File: config.mk
export PLATFORM = sky130hd
export DESIGN_NAME = tl_rx_malformed_check_ctrl_flat
export DESIGN_NICKNAME = d
export VERILOG_FILES = /design/src/rtl/tl_rx_malformed_check_ctrl_pkg.sv /design/src/rtl/tl_rx_malformed_check_ctrl_if.sv /design/src/rtl/tl_rx_malformed_check_ctrl_beat_counter.sv /design/src/rtl/tl_rx_malformed_check_ctrl.sv /design/src/flat_wrapper.sv
export SDC_FILE = /design/constraint.sdc
export NUM_CORES = 1
export LEC_CHECK = 0
export BUFFER_PORTS_ARGS = -buffer_cell sky130_fd_sc_hd__buf_2
export CAP_MARGIN = 20
export CORE_ASPECT_RATIO = 1.4
export CORE_MARGIN = 3
export CORE_UTILIZATION = 48
export CTS_BUF_LIST = sky130_fd_sc_hd__clkbuf_16
export DETAILED_ROUTE_END_ITERATION = 10
export GPL_TIMING_DRIVEN = 0
export PLACE_DENSITY = 0.72
export RECOVER_POWER = 25
export SLEW_MARGIN = 0
export SYNTH_ARGS = -nofsm -noshare
export SYNTH_HDL_FRONTEND = slang
export SYNTH_SLANG_ARGS = --single-unit
File: constraint.sdc
create_clock -name clk -period 2.5 [get_ports clk]
set_input_delay 0.25 -clock clk [delete_from_list [all_inputs] [get_ports clk]]
set_output_delay 0.25 -clock clk [all_outputs]
set_load 0.005 [all_outputs]
File: src/rtl/tl_rx_malformed_check_ctrl_pkg.sv
// Shared types for the RX malformed-TLP check controller: header type codes,
// max-payload codes and the controller FSM state encoding.
package tl_rx_malformed_check_ctrl_pkg;

    typedef enum logic [2:0] {
        TypMemory  = 3'b000,
        TypIo      = 3'b001,
        TypCfg0    = 3'b010,
        TypCfg1    = 3'b011,
        TypCpl     = 3'b100,
        TypMessage = 3'b101
    } tl_typ_e;

    typedef enum logic [2:0] {
        Mps128  = 3'b000,
        Mps256  = 3'b001,
        Mps512  = 3'b010,
        Mps1024 = 3'b011,
        Mps2048 = 3'b100,
        Mps4096 = 3'b101
    } tl_mps_e;

    typedef enum logic [1:0] {
        StIdle,
        StData,
        StCheck,
        StReport
    } ctrl_state_e;

    localparam int unsigned MalfCntW = 16;

endpackage

File: src/rtl/tl_rx_malformed_check_ctrl_if.sv
// Bundle of parser, checker and error-logger signals seen by the check controller.
// The slave modport is the controller side; master is the environment side.
interface tl_rx_malformed_check_ctrl_if #(
    parameter int unsigned DATA_WIDTH = 10,
    parameter int unsigned BEAT_DW    = 8
);
    import tl_rx_malformed_check_ctrl_pkg::*;

    localparam int unsigned LastW = $clog2(BEAT_DW);

    logic                  i_sop;
    logic                  i_beat_valid;
    logic                  i_eop;
    logic                  i_has_data;
    logic [DATA_WIDTH-1:0] i_length;
    logic [2:0]            i_typ;
    logic [1:0]            i_attr;
    logic [1:0]            i_at;
    logic [2:0]            i_tc;
    logic                  o_rx_ready;
    logic                  o_malformed_en;
    logic [LastW-1:0]      o_last_rcv_data;
    logic                  o_rcv_done;
    logic [2:0]            o_typ;
    logic [1:0]            o_attr;
    logic [1:0]            o_at;
    logic [2:0]            o_tc;
    logic [DATA_WIDTH-1:0] o_length;
    logic                  i_malformed_error;
    logic                  o_tlp_commit;
    logic                  o_tlp_drop;
    logic                  o_err_valid;
    logic                  i_err_ready;
    logic [2:0]            o_err_hdr_typ;
    logic [MalfCntW-1:0]   o_malf_cnt;

    modport slave (
        input  i_sop, i_beat_valid, i_eop, i_has_data, i_length,
        input  i_typ, i_attr, i_at, i_tc, i_malformed_error, i_err_ready,
        output o_rx_ready, o_malformed_en, o_last_rcv_data, o_rcv_done,
        output o_typ, o_attr, o_at, o_tc, o_length,
        output o_tlp_commit, o_tlp_drop, o_err_valid, o_err_hdr_typ, o_malf_cnt
    );

    modport master (
        output i_sop, i_beat_valid, i_eop, i_has_data, i_length,
        output i_typ, i_attr, i_at, i_tc, i_malformed_error, i_err_ready,
        input  o_rx_ready, o_malformed_en, o_last_rcv_data, o_rcv_done,
        input  o_typ, o_attr, o_at, o_tc, o_length,
        input  o_tlp_commit, o_tlp_drop, o_err_valid, o_err_hdr_typ, o_malf_cnt
    );

endinterface

File: src/rtl/tl_rx_malformed_check_ctrl_beat_counter.sv
// Saturating data-beat counter with the expected beat count latched at SOP;
// last_beat_o flags that the beat being counted now would complete the TLP.
module tl_rx_malformed_check_ctrl_beat_counter #(
    parameter int unsigned BEAT_CNT_W = 8
) (
    input  logic                  clk,
    input  logic                  arst,
    input  logic                  load_i,
    input  logic [BEAT_CNT_W-1:0] exp_beats_i,
    input  logic                  beat_i,
    output logic                  last_beat_o
);

    logic [BEAT_CNT_W-1:0] cnt_q;
    logic [BEAT_CNT_W-1:0] exp_q;
    logic [BEAT_CNT_W:0]   cnt_inc;

    // One bit wider so a saturated count never aliases onto a small expected value.
    assign cnt_inc     = {1'b0, cnt_q} + (BEAT_CNT_W + 1)'(1);
    assign last_beat_o = (cnt_inc == {1'b0, exp_q});

    always_ff @(posedge clk or posedge arst) begin
        if (arst) begin
            cnt_q <= '0;
            exp_q <= '0;
        end else if (load_i) begin
            cnt_q <= '0;
            exp_q <= exp_beats_i;
        end else if (beat_i && (cnt_q != '1)) begin
            cnt_q <= cnt_q + BEAT_CNT_W'(1);
        end
    end

endmodule

File: src/rtl/tl_rx_malformed_check_ctrl.sv
// RX write-path malformed-TLP check sequencer: header capture, beat counting, one-cycle
// checker strobe, commit/drop and error reporting. Optional TL_RX_MALF_CNT_EN drop counter.
module tl_rx_malformed_check_ctrl
    import tl_rx_malformed_check_ctrl_pkg::*;
#(
    parameter int unsigned DATA_WIDTH = 10,
    parameter int unsigned BEAT_DW    = 8,
    parameter int unsigned BEAT_CNT_W = 8
) (
    input  logic                          clk,
    input  logic                          arst,
    tl_rx_malformed_check_ctrl_if.slave   bus
);

    localparam int unsigned LastW     = $clog2(BEAT_DW);
    localparam int unsigned BeatShift = $clog2(BEAT_DW);

    ctrl_state_e           state_q;
    logic                  en_q;
    logic                  done_q;
    logic [LastW-1:0]      last_q;
    logic [2:0]            typ_q;
    logic [1:0]            attr_q;
    logic [1:0]            at_q;
    logic [2:0]            tc_q;
    logic [DATA_WIDTH-1:0] len_q;
    logic                  err_valid_q;
    logic [2:0]            err_typ_q;

    logic [DATA_WIDTH:0]   len_dw;
    logic [DATA_WIDTH:0]   len_round;
    logic [DATA_WIDTH:0]   exp_full;
    logic [BEAT_CNT_W-1:0] exp_beats;
    logic [BEAT_CNT_W-1:0] exp_beats_load;
    logic [LastW-1:0]      last_d;
    logic                  cnt_load;
    logic                  cnt_beat;
    logic                  cnt_last_beat;

    // Length 0 encodes the full 2**DATA_WIDTH DW payload.
    assign len_dw    = (bus.i_length == '0) ? {1'b1, {DATA_WIDTH{1'b0}}} : {1'b0, bus.i_length};
    assign len_round = len_dw + (DATA_WIDTH + 1)'(BEAT_DW - 1);
    assign exp_full  = len_round >> BeatShift;
    assign exp_beats = BEAT_CNT_W'(exp_full);
    assign last_d    = bus.i_length[LastW-1:0] - LastW'(1);

    assign cnt_load       = (state_q == StIdle) && bus.i_sop;
    assign exp_beats_load = (bus.i_has_data && !bus.i_eop) ? exp_beats : '0;
    assign cnt_beat       = (state_q == StData) && !bus.i_sop && bus.i_beat_valid;

    tl_rx_malformed_check_ctrl_beat_counter #(
        .BEAT_CNT_W (BEAT_CNT_W)
    ) u_beat_cnt (
        .clk         (clk),
        .arst        (arst),
        .load_i      (cnt_load),
        .exp_beats_i (exp_beats_load),
        .beat_i      (cnt_beat),
        .last_beat_o (cnt_last_beat)
    );

    always_ff @(posedge clk or posedge arst) begin
        if (arst) begin
            state_q     <= StIdle;
            en_q        <= 1'b0;
            done_q      <= 1'b0;
            last_q      <= '0;
            typ_q       <= '0;
            attr_q      <= '0;
            at_q        <= '0;
            tc_q        <= '0;
            len_q       <= '0;
            err_valid_q <= 1'b0;
            err_typ_q   <= '0;
        end else begin
            case (state_q)
                StIdle: begin
                    if (bus.i_sop) begin
                        typ_q  <= bus.i_typ;
                        attr_q <= bus.i_attr;
                        at_q   <= bus.i_at;
                        tc_q   <= bus.i_tc;
                        len_q  <= bus.i_length;
                        last_q <= last_d;
                        if (bus.i_has_data && !bus.i_eop) begin
                            state_q <= StData;
                        end else begin
                            state_q <= StCheck;
                            en_q    <= 1'b1;
                            done_q  <= bus.i_eop && !bus.i_has_data;
                        end
                    end
                end
                StData: begin
                    // A new header before EOP truncates the current TLP; it is left unconsumed.
                    if (bus.i_sop) begin
                        state_q <= StCheck;
                        en_q    <= 1'b1;
                        done_q  <= 1'b0;
                    end else if (bus.i_beat_valid && bus.i_eop) begin
                        state_q <= StCheck;
                        en_q    <= 1'b1;
                        done_q  <= cnt_last_beat;
                    end
                end
                StCheck: begin
                    en_q   <= 1'b0;
                    done_q <= 1'b0;
                    if (bus.i_malformed_error) begin
                        err_valid_q <= 1'b1;
                        err_typ_q   <= typ_q;
                        state_q     <= StReport;
                    end else begin
                        state_q <= StIdle;
                    end
                end
                StReport: begin
                    if (bus.i_err_ready) begin
                        err_valid_q <= 1'b0;
                        err_typ_q   <= '0;
                        state_q     <= StIdle;
                    end
                end
                default: state_q <= StIdle;
            endcase
        end
    end

    assign bus.o_rx_ready      = (state_q == StIdle) || ((state_q == StData) && !bus.i_sop);
    assign bus.o_malformed_en  = en_q;
    assign bus.o_rcv_done      = done_q;
    assign bus.o_last_rcv_data = last_q;
    assign bus.o_typ           = typ_q;
    assign bus.o_attr          = attr_q;
    assign bus.o_at            = at_q;
    assign bus.o_tc            = tc_q;
    assign bus.o_length        = len_q;
    assign bus.o_tlp_commit    = (state_q == StCheck) && !bus.i_malformed_error;
    assign bus.o_tlp_drop      = (state_q == StCheck) && bus.i_malformed_error;
    assign bus.o_err_valid     = err_valid_q;
    assign bus.o_err_hdr_typ   = err_typ_q;

`ifdef TL_RX_MALF_CNT_EN
    logic [MalfCntW-1:0] malf_cnt_q;

    always_ff @(posedge clk or posedge arst) begin
        if (arst) begin
            malf_cnt_q <= '0;
        end else if (bus.o_tlp_drop && (malf_cnt_q != '1)) begin
            malf_cnt_q <= malf_cnt_q + MalfCntW'(1);
        end
    end

    assign bus.o_malf_cnt = malf_cnt_q;
`else
    assign bus.o_malf_cnt = '0;
`endif

endmodule

File: src/flat_wrapper.sv
// flat-port wrapper written by rule: the top's interface ports become plain ports
module tl_rx_malformed_check_ctrl_flat import tl_rx_malformed_check_ctrl_pkg::*;
#(
    parameter int unsigned DATA_WIDTH = 10,
    parameter int unsigned BEAT_DW    = 8,
    parameter int unsigned BEAT_CNT_W = 8
)
  (clk, arst, bus_i_sop, bus_i_beat_valid, bus_i_eop, bus_i_has_data, bus_i_length, bus_i_typ, bus_i_attr, bus_i_at, bus_i_tc, bus_i_malformed_error, bus_i_err_ready, bus_o_rx_ready, bus_o_malformed_en, bus_o_last_rcv_data, bus_o_rcv_done, bus_o_typ, bus_o_attr, bus_o_at, bus_o_tc, bus_o_length, bus_o_tlp_commit, bus_o_tlp_drop, bus_o_err_valid, bus_o_err_hdr_typ, bus_o_malf_cnt);
  tl_rx_malformed_check_ctrl_if #(.DATA_WIDTH(DATA_WIDTH), .BEAT_DW(BEAT_DW)) bus_i ();
  input  logic clk;
  input  logic arst;
  input wire logic [$bits(bus_i.i_sop)-1:0] bus_i_sop;
  input wire logic [$bits(bus_i.i_beat_valid)-1:0] bus_i_beat_valid;
  input wire logic [$bits(bus_i.i_eop)-1:0] bus_i_eop;
  input wire logic [$bits(bus_i.i_has_data)-1:0] bus_i_has_data;
  input wire logic [$bits(bus_i.i_length)-1:0] bus_i_length;
  input wire logic [$bits(bus_i.i_typ)-1:0] bus_i_typ;
  input wire logic [$bits(bus_i.i_attr)-1:0] bus_i_attr;
  input wire logic [$bits(bus_i.i_at)-1:0] bus_i_at;
  input wire logic [$bits(bus_i.i_tc)-1:0] bus_i_tc;
  input wire logic [$bits(bus_i.i_malformed_error)-1:0] bus_i_malformed_error;
  input wire logic [$bits(bus_i.i_err_ready)-1:0] bus_i_err_ready;
  output wire logic [$bits(bus_i.o_rx_ready)-1:0] bus_o_rx_ready;
  output wire logic [$bits(bus_i.o_malformed_en)-1:0] bus_o_malformed_en;
  output wire logic [$bits(bus_i.o_last_rcv_data)-1:0] bus_o_last_rcv_data;
  output wire logic [$bits(bus_i.o_rcv_done)-1:0] bus_o_rcv_done;
  output wire logic [$bits(bus_i.o_typ)-1:0] bus_o_typ;
  output wire logic [$bits(bus_i.o_attr)-1:0] bus_o_attr;
  output wire logic [$bits(bus_i.o_at)-1:0] bus_o_at;
  output wire logic [$bits(bus_i.o_tc)-1:0] bus_o_tc;
  output wire logic [$bits(bus_i.o_length)-1:0] bus_o_length;
  output wire logic [$bits(bus_i.o_tlp_commit)-1:0] bus_o_tlp_commit;
  output wire logic [$bits(bus_i.o_tlp_drop)-1:0] bus_o_tlp_drop;
  output wire logic [$bits(bus_i.o_err_valid)-1:0] bus_o_err_valid;
  output wire logic [$bits(bus_i.o_err_hdr_typ)-1:0] bus_o_err_hdr_typ;
  output wire logic [$bits(bus_i.o_malf_cnt)-1:0] bus_o_malf_cnt;
  assign bus_i.i_sop = bus_i_sop;
  assign bus_i.i_beat_valid = bus_i_beat_valid;
  assign bus_i.i_eop = bus_i_eop;
  assign bus_i.i_has_data = bus_i_has_data;
  assign bus_i.i_length = bus_i_length;
  assign bus_i.i_typ = bus_i_typ;
  assign bus_i.i_attr = bus_i_attr;
  assign bus_i.i_at = bus_i_at;
  assign bus_i.i_tc = bus_i_tc;
  assign bus_i.i_malformed_error = bus_i_malformed_error;
  assign bus_i.i_err_ready = bus_i_err_ready;
  assign bus_o_rx_ready = bus_i.o_rx_ready;
  assign bus_o_malformed_en = bus_i.o_malformed_en;
  assign bus_o_last_rcv_data = bus_i.o_last_rcv_data;
  assign bus_o_rcv_done = bus_i.o_rcv_done;
  assign bus_o_typ = bus_i.o_typ;
  assign bus_o_attr = bus_i.o_attr;
  assign bus_o_at = bus_i.o_at;
  assign bus_o_tc = bus_i.o_tc;
  assign bus_o_length = bus_i.o_length;
  assign bus_o_tlp_commit = bus_i.o_tlp_commit;
  assign bus_o_tlp_drop = bus_i.o_tlp_drop;
  assign bus_o_err_valid = bus_i.o_err_valid;
  assign bus_o_err_hdr_typ = bus_i.o_err_hdr_typ;
  assign bus_o_malf_cnt = bus_i.o_malf_cnt;
  tl_rx_malformed_check_ctrl #(.DATA_WIDTH(DATA_WIDTH), .BEAT_DW(BEAT_DW), .BEAT_CNT_W(BEAT_CNT_W)) u_core (.clk(clk), .arst(arst), .bus(bus_i));
endmodule
After elaboration in Yosys (flattened, before gate mapping)
Index checks and enable logic that the tools add are counted.
{ "word_totals": {"regBits": 47, "latchBits": 0, "ramBits": 0, "romBits": 0, "out_inout_bits": 48, "word_cells": 77, "mem_count": 0} }
{ "op_classes": {"n_addsub": 4, "multipliers": 0, "div": 0, "n_lt_le_gt_ge": 0, "n_eq_ne": 10, "shift": 0, "n_mux": 27, "bitwise_logic": 0, "n_reduce_logical": 23} }
{ "ops": {"columns": ["op", "count"], "rows": [
  ["$mux 8", 3],
  ["$mux 2", 6],
  ["$add 11x3->11 const B", 1],
  ["$mux 11", 1],
  ["$logic_not 10->1", 1],
  ["$mux 1", 10],
  ["$add 8x1->9 const B", 1],
  ["$eq 9x8->1", 1],
  ["$logic_and 1x1->1", 9],
  ["$add 8x1->8 const B", 1],
  ["$ne 2x2->1 const B", 4],
  ["$ne 8x8->1 const B", 1],
  ["$pmux 2 s4", 1],
  ["$mux 3", 2],
  ["$pmux 1 s3", 2],
  ["$pmux 3 s2", 1],
  ["$reduce_and 3->1", 2],
  ["$eq 2x2->1 const B", 2],
  ["$logic_not 1->1", 4],
  ["$reduce_and 4->1", 1],
  ["$reduce_bool 2->1", 2],
  ["$ne 3x3->1 const B", 1],
  ["$reduce_bool 3->1", 1],
  ["$sub 3x1->3 const B", 1],
  ["5 further kinds", 5]
]} }

Depth between registers and ports, before layout
{ "depth": {"ltp_word": 6, "mapped_depth": 8, "ltp_nobuf": 7} }

Modules after synthesis
Synthesis repeated with hierarchy kept, for this count alone.
{ "hier_totals": {"hier_cells": 266, "area_unflattened_um2": 2738.9} }
{ "modules_own_cells": {"columns": ["mod", "instances", "cells_per_inst", "area_each_um2"], "rows": [
  ["tl_rx_malformed_check_ctrl", 1, 169, 1801.7],
  ["tl_rx_malformed_check_ctrl_beat_counter", 1, 97, 937.1]
]} }

Least setup slack after synthesis
OpenSTA, ideal clock, no wires.
{ "synth_timing": {"kind": "reg-to-reg", "from": "register u_core.u_beat_cnt.cnt_q[0]", "to": "register u_core.done_q, in the netlist u_core.bus.o_rcv_done", "setup_ns": 0.104, "t_arrival_ns": 1.659, "t_required_ns": 2.396, "slack_ns": 0.737, "stages_incl_launch_ff": 7, "period_less_slack_ns": 1.763, "cell_sequence": "dfrtp_1 ha_1 nand3_1 o21ai_0 nor4_2 o211ai_1 o41ai_2"} }
{ "synth_between": {"elab_chain_cells": 5} }
{ "synth_lines": {"columns": ["element", "line_no", "source"], "rows": [
  ["from (decl)", "tl_rx_malformed_check_ctrl_beat_counter.sv:14", "logic [BEAT_CNT_W-1:0] cnt_q;"],
  ["from (signal assigned)", "tl_rx_malformed_check_ctrl_beat_counter.sv:30", "cnt_q <= cnt_q + BEAT_CNT_W'(1);"],
  ["$add 8x1->9", "tl_rx_malformed_check_ctrl_beat_counter.sv:19", "assign cnt_inc = {1'b0, cnt_q} + (BEAT_CNT_W + 1)'(1);"],
  ["$eq 9x8->1", "tl_rx_malformed_check_ctrl_beat_counter.sv:20", "assign last_beat_o = (cnt_inc == {1'b0, exp_q});"],
  ["$mux 1", "tl_rx_malformed_check_ctrl.sv:100", "end else if (bus.i_beat_valid && bus.i_eop) begin"],
  ["$mux 1", "tl_rx_malformed_check_ctrl.sv:96", "if (bus.i_sop) begin"],
  ["$pmux 1 s3", "tl_rx_malformed_check_ctrl.sv:76", "case (state_q)"],
  ["to (signal assigned)", "tl_rx_malformed_check_ctrl.sv:90", "done_q <= bus.i_eop && !bus.i_has_data;"],
  ["to (signal assigned)", "tl_rx_malformed_check_ctrl.sv:103", "done_q <= cnt_last_beat;"],
  ["to (decl)", "tl_rx_malformed_check_ctrl.sv:20", "logic done_q;"]
]} }
Every way passes these cells. The select of a mux whose other input is x is not followed.
A chain may end at the register's enable or synchronous reset.

Final worst setup path
{ "layout_timing": {"from": "register u_core.u_beat_cnt.cnt_q[0]", "to": "register u_core.u_beat_cnt.cnt_q[4]"} }
{ "layout_between": {"elab_chain_cells": 3} }
{ "layout_lines": {"columns": ["element", "line_no", "source"], "rows": [
  ["$add 8x1->8 or $ne 8x8->1 (tied branches)", "tl_rx_malformed_check_ctrl_beat_counter.sv:30, tl_rx_malformed_check_ctrl_beat_counter.sv:29", null],
  ["$mux 8 or $logic_and 1x1->1 (tied branches)", "tl_rx_malformed_check_ctrl_beat_counter.sv:29", "end else if (beat_i && (cnt_q != '1)) begin"],
  ["$mux 8 or $reduce_bool 2->1 (tied branches)", null, null]
]} }
Several ways; a longest one is shown, not always the timed one. The select of a mux whose other input is x is not followed.

==> run_results.csv <==
group,metric,value,unit
yosys,synth.avg_cell_area,10.06,sq um
timing,finalSetupViolCount,0,
place,gp_congestion,0.8385,
pwr,p_per_area,968.9,mW/mm^2
yosys,ys_seq_elements,47,
clocking,clockBufferDepth,2,
flow_run,drv_cap,0,
critical_path,cp_max_fo,7,
timing,hold_viol_final,0,
clocking,post_cts.repair.setup_buffers,0,
global_route,grt_pass1_vias,2092,
yosys,synthTopCellsByArea,"dfrtp_1 46%, mux2_2 8.3%, o21ai_0 6.0%",
pwr,power,3.055,mW
detailed_routing,highest_layer,"met4",
yosys,synth_top_area_share,45.68,%
clocking,htreeDepth,2,
die,fp.dieW,67.90,um
finish,multi_input_area,0.001264,sq mm
die,fp-row-count,30,
critical_path,startpoint_type,"flop",
pwr,pwr-share-seq,40.6,%
finish,area_growth,22.45,%
timing,slew_viol_final,0,
detailed_routing,drt-pass1-iter-count,5,
critical_path,end_kind,"flop",
timing,fmax,479.1,MHz
hold_path,hp-class,"input pin to flop",
yosys,async_reset_ff_share,100.0,%
finish,final_common_cell,"buf_2",
global_route,grt_pass1_wl,9.266,mm
pwr,irDropWorstVdd,0.5839,mV
die,die_area,0.006292,sq mm
finish,nFillCells,467,
global_route,grt_max_degree,32,
clocking,path_clk_slew,0.06,ns
detailed_routing,drt_iter0_markers,129,
clocking,tritoncts,"yes",
finish,fin_area,0.003153,sq mm
timing,fin_hold_ws,0.1991,ns
pwr,p_leak,1.525,nW
critical_path,criticalPathCategory,"flop to flop",
finish,drive_gt1_share,31.86,%
finish,antenna_cells,0,
critical_path,required,2.69,ns
die,core,0.005030,sq mm
finish,final_cell_mix,"59 x buf_2, 47 x dfrtp_1, 31 x o21ai_0",
critical_path,crit_arrival,2.28,ns
critical_path,slowest_stage,"dfrtp_1",
detailed_routing,wl_met1,2.134,mm
yosys,seq_area_frac_synth,45.68,%
yosys,synth_edf_count,0,
die,initial_core_util,51.19,%
detailed_routing,wl_met2,2.818,mm
pwr,p_clk_share,20.4,%
timing,period_share,83.49,%
critical_path,path_cells,"ha_1, nand3_1, o211ai_2, and2_0, o21ai_0, o31ai_1",
place,place_inst,394,
timing,fin_skew,0.006432,ns
yosys,ys_types,49,
detailed_routing,vias,2067,
clocking,cts_buffers,5,
detailed_routing,wl_per_cell,13.32,um
timing,min_period,2.087,ns
yosys,netlist_area,0.002575,sq mm
global_route,grt_usage,18.95,%
place,hpwlAfterDp,4.174,mm
timing,slew_headroom,48.79,%
clocking,cts_resized,0,
die,io_pins,76,
yosys,synth_flop_cell,"dfrtp_1",
detailed_routing,drc,0,
finish,fin_cells,403,
detailed_routing,drt_wl_total,5.368,mm
yosys,yosys.area.top_type,"dfrtp_1",
timing,rsz0062_at_grt,"no",
yosys,yosysWarningCount,0,
global_route,overflow,0,
clocking,cts.sinks,47,
clocking,clock-root-buffer,"clkbuf_16",
detailed_routing,viasPerCell,5.129,
timing,worst_pin_slew,0.7682,ns
clocking,clkLatencyLatePin,0.28,ns
timing,fin_setup_tns,0,ns
pwr,power_frac_comb,39.0,%
global_route,antenna_found_initial,0,
pwr,internal_power,2.028,mW
die,die_h,92.66,um
pwr,p_sw,1.027,mW
yosys,netlist_instances,256,
place,placed_cell_area,0.003022,sq mm
detailed_routing,drtAntennaViolNets,0,
outcome,status,"finished clean",
critical_path,worst_path_largest_cell_delay,0.44,ns
detailed_routing,wl_met3,306,um
finish,register_area,0.001176,sq mm
pwr,sw_frac_of_total,33.61,%
finish,nNetsFinal,373,
place,port_buffers,58,
-- cells in the mapped netlist, types with 5 or more instances --
cell type	instances
buf_4	16
dfrtp_1	47
ha_1	7
inv_1	11
mux2_2	19
nand2_1	28
nand3_1	5
nor2_1	10
nor2b_1	5
o21ai_0	31
xnor2_1	9
xor2_1	8
-- sequential cells by signal, summed over array words and instances (netlist names), 2 cells and up --
signal,count
u_core.state_q,2
u_core.bus.o_attr,2
u_core.u_beat_cnt.exp_q,8
u_core.bus.o_typ,3
u_core.bus.o_last_rcv_data,3
u_core.bus.o_at,2
u_core.bus.o_err_hdr_typ,3
u_core.bus.o_length,10
u_core.u_beat_cnt.cnt_q,8
u_core.bus.o_tc,3
-- final timing paths --
path                                                           startpoint                                         to  slack, ns  depth (start not counted)
max in group asynchronous                                            arst            u_core.bus.o_typ[2]$_DFFE_PP0P_       0.76                          4
min in group asynchronous                                            arst         u_core.bus.o_length[2]$_DFFE_PP0P_       0.58                          3
worst min register to register  u_core.bus.o_last_rcv_data[2]$_DFFE_PP0P_  u_core.bus.o_last_rcv_data[2]$_DFFE_PP0P_       0.48                          2
worst max-delay path               u_core.u_beat_cnt.cnt_q[0]$_DFFE_PP0P_     u_core.u_beat_cnt.cnt_q[4]$_DFFE_PP0P_       0.41                          6
worst min-delay path                                          bus_i_tc[1]             u_core.bus.o_tc[1]$_DFFE_PP0P_       0.20                          2
worst max register to register     u_core.u_beat_cnt.cnt_q[0]$_DFFE_PP0P_     u_core.u_beat_cnt.cnt_q[4]$_DFFE_PP0P_       0.41                          6
-- area by class of cell --
type	instances	area share, %
multi-input combinational	190	40.08
clock inverter	3	0.3968
sequential	47	37.30
clock buffer	5	3.968
inverter	11	1.310
buffer	23	4.762
timing repair buffer	60	9.643
tap	64	2.540
-- metrics by stage --
stage | util [%] | worst slack, ns
6_report | 62.69 | 0.4128
5_1_grt | 62.69 | 0.2500
4_1_cts | 63.01 | 0.4201
3_5_place_dp | 60.07 | 0.4344
3_3_place_gp | 59.68 | 0.4648
2_1_floorplan | - | 0.7373
-- repair_timing --
action	in CTS	in global routing
hold endpoints to repair	16	0
hold buffers	1	0
endpoints found under the setup margin	0	0
-- metal layers --
| metal | global-route usage, % | vias to the layer above |
|---|---|---|
| met5 | 0 | - |
| met4 | 6.302 | 0 |
| met3 | 4.248 | 11 |
| met2 | 33.39 | 65 |
| met1 | 22.06 | 964 |
| li1 | - | 1027 |
-- critical path: cells and delay by family (launching register included) --
family                     cells  cell delay, ns
DFF                            1            0.44
and+or+nand+nor                2            0.63
adders and majority gates      1            0.29
AOI/OAI and AO/OA              3            0.63
-- kinds of logic (layout without fill, tap and decap cells) --
kind of cell | after synthesis | count (layout) | synth area share (%)
buf+inv | 34 | 102 | 7.434
other cells | 1 | 16 | 0.1456
xor+xnor | 17 | 17 | 5.783
flops | 47 | 47 | 45.68
simple gates | 74 | 74 | 14.92
fa+ha+maj | 7 | 7 | 3.401
mux | 21 | 21 | 9.087
compound gates | 55 | 55 | 13.56
-- power groups by stage --
stage	logic [mW]	clock network (mW)	registers, mW
floorplan	0.740	0	1.26
global placement	1.18	0	1.24
detailed placement	1.21	0	1.25
CTS	1.22	0.636	1.24
global route	1.35	0.669	1.29
finish	1.19	0.623	1.24
(Power assumes the default switching activity.)
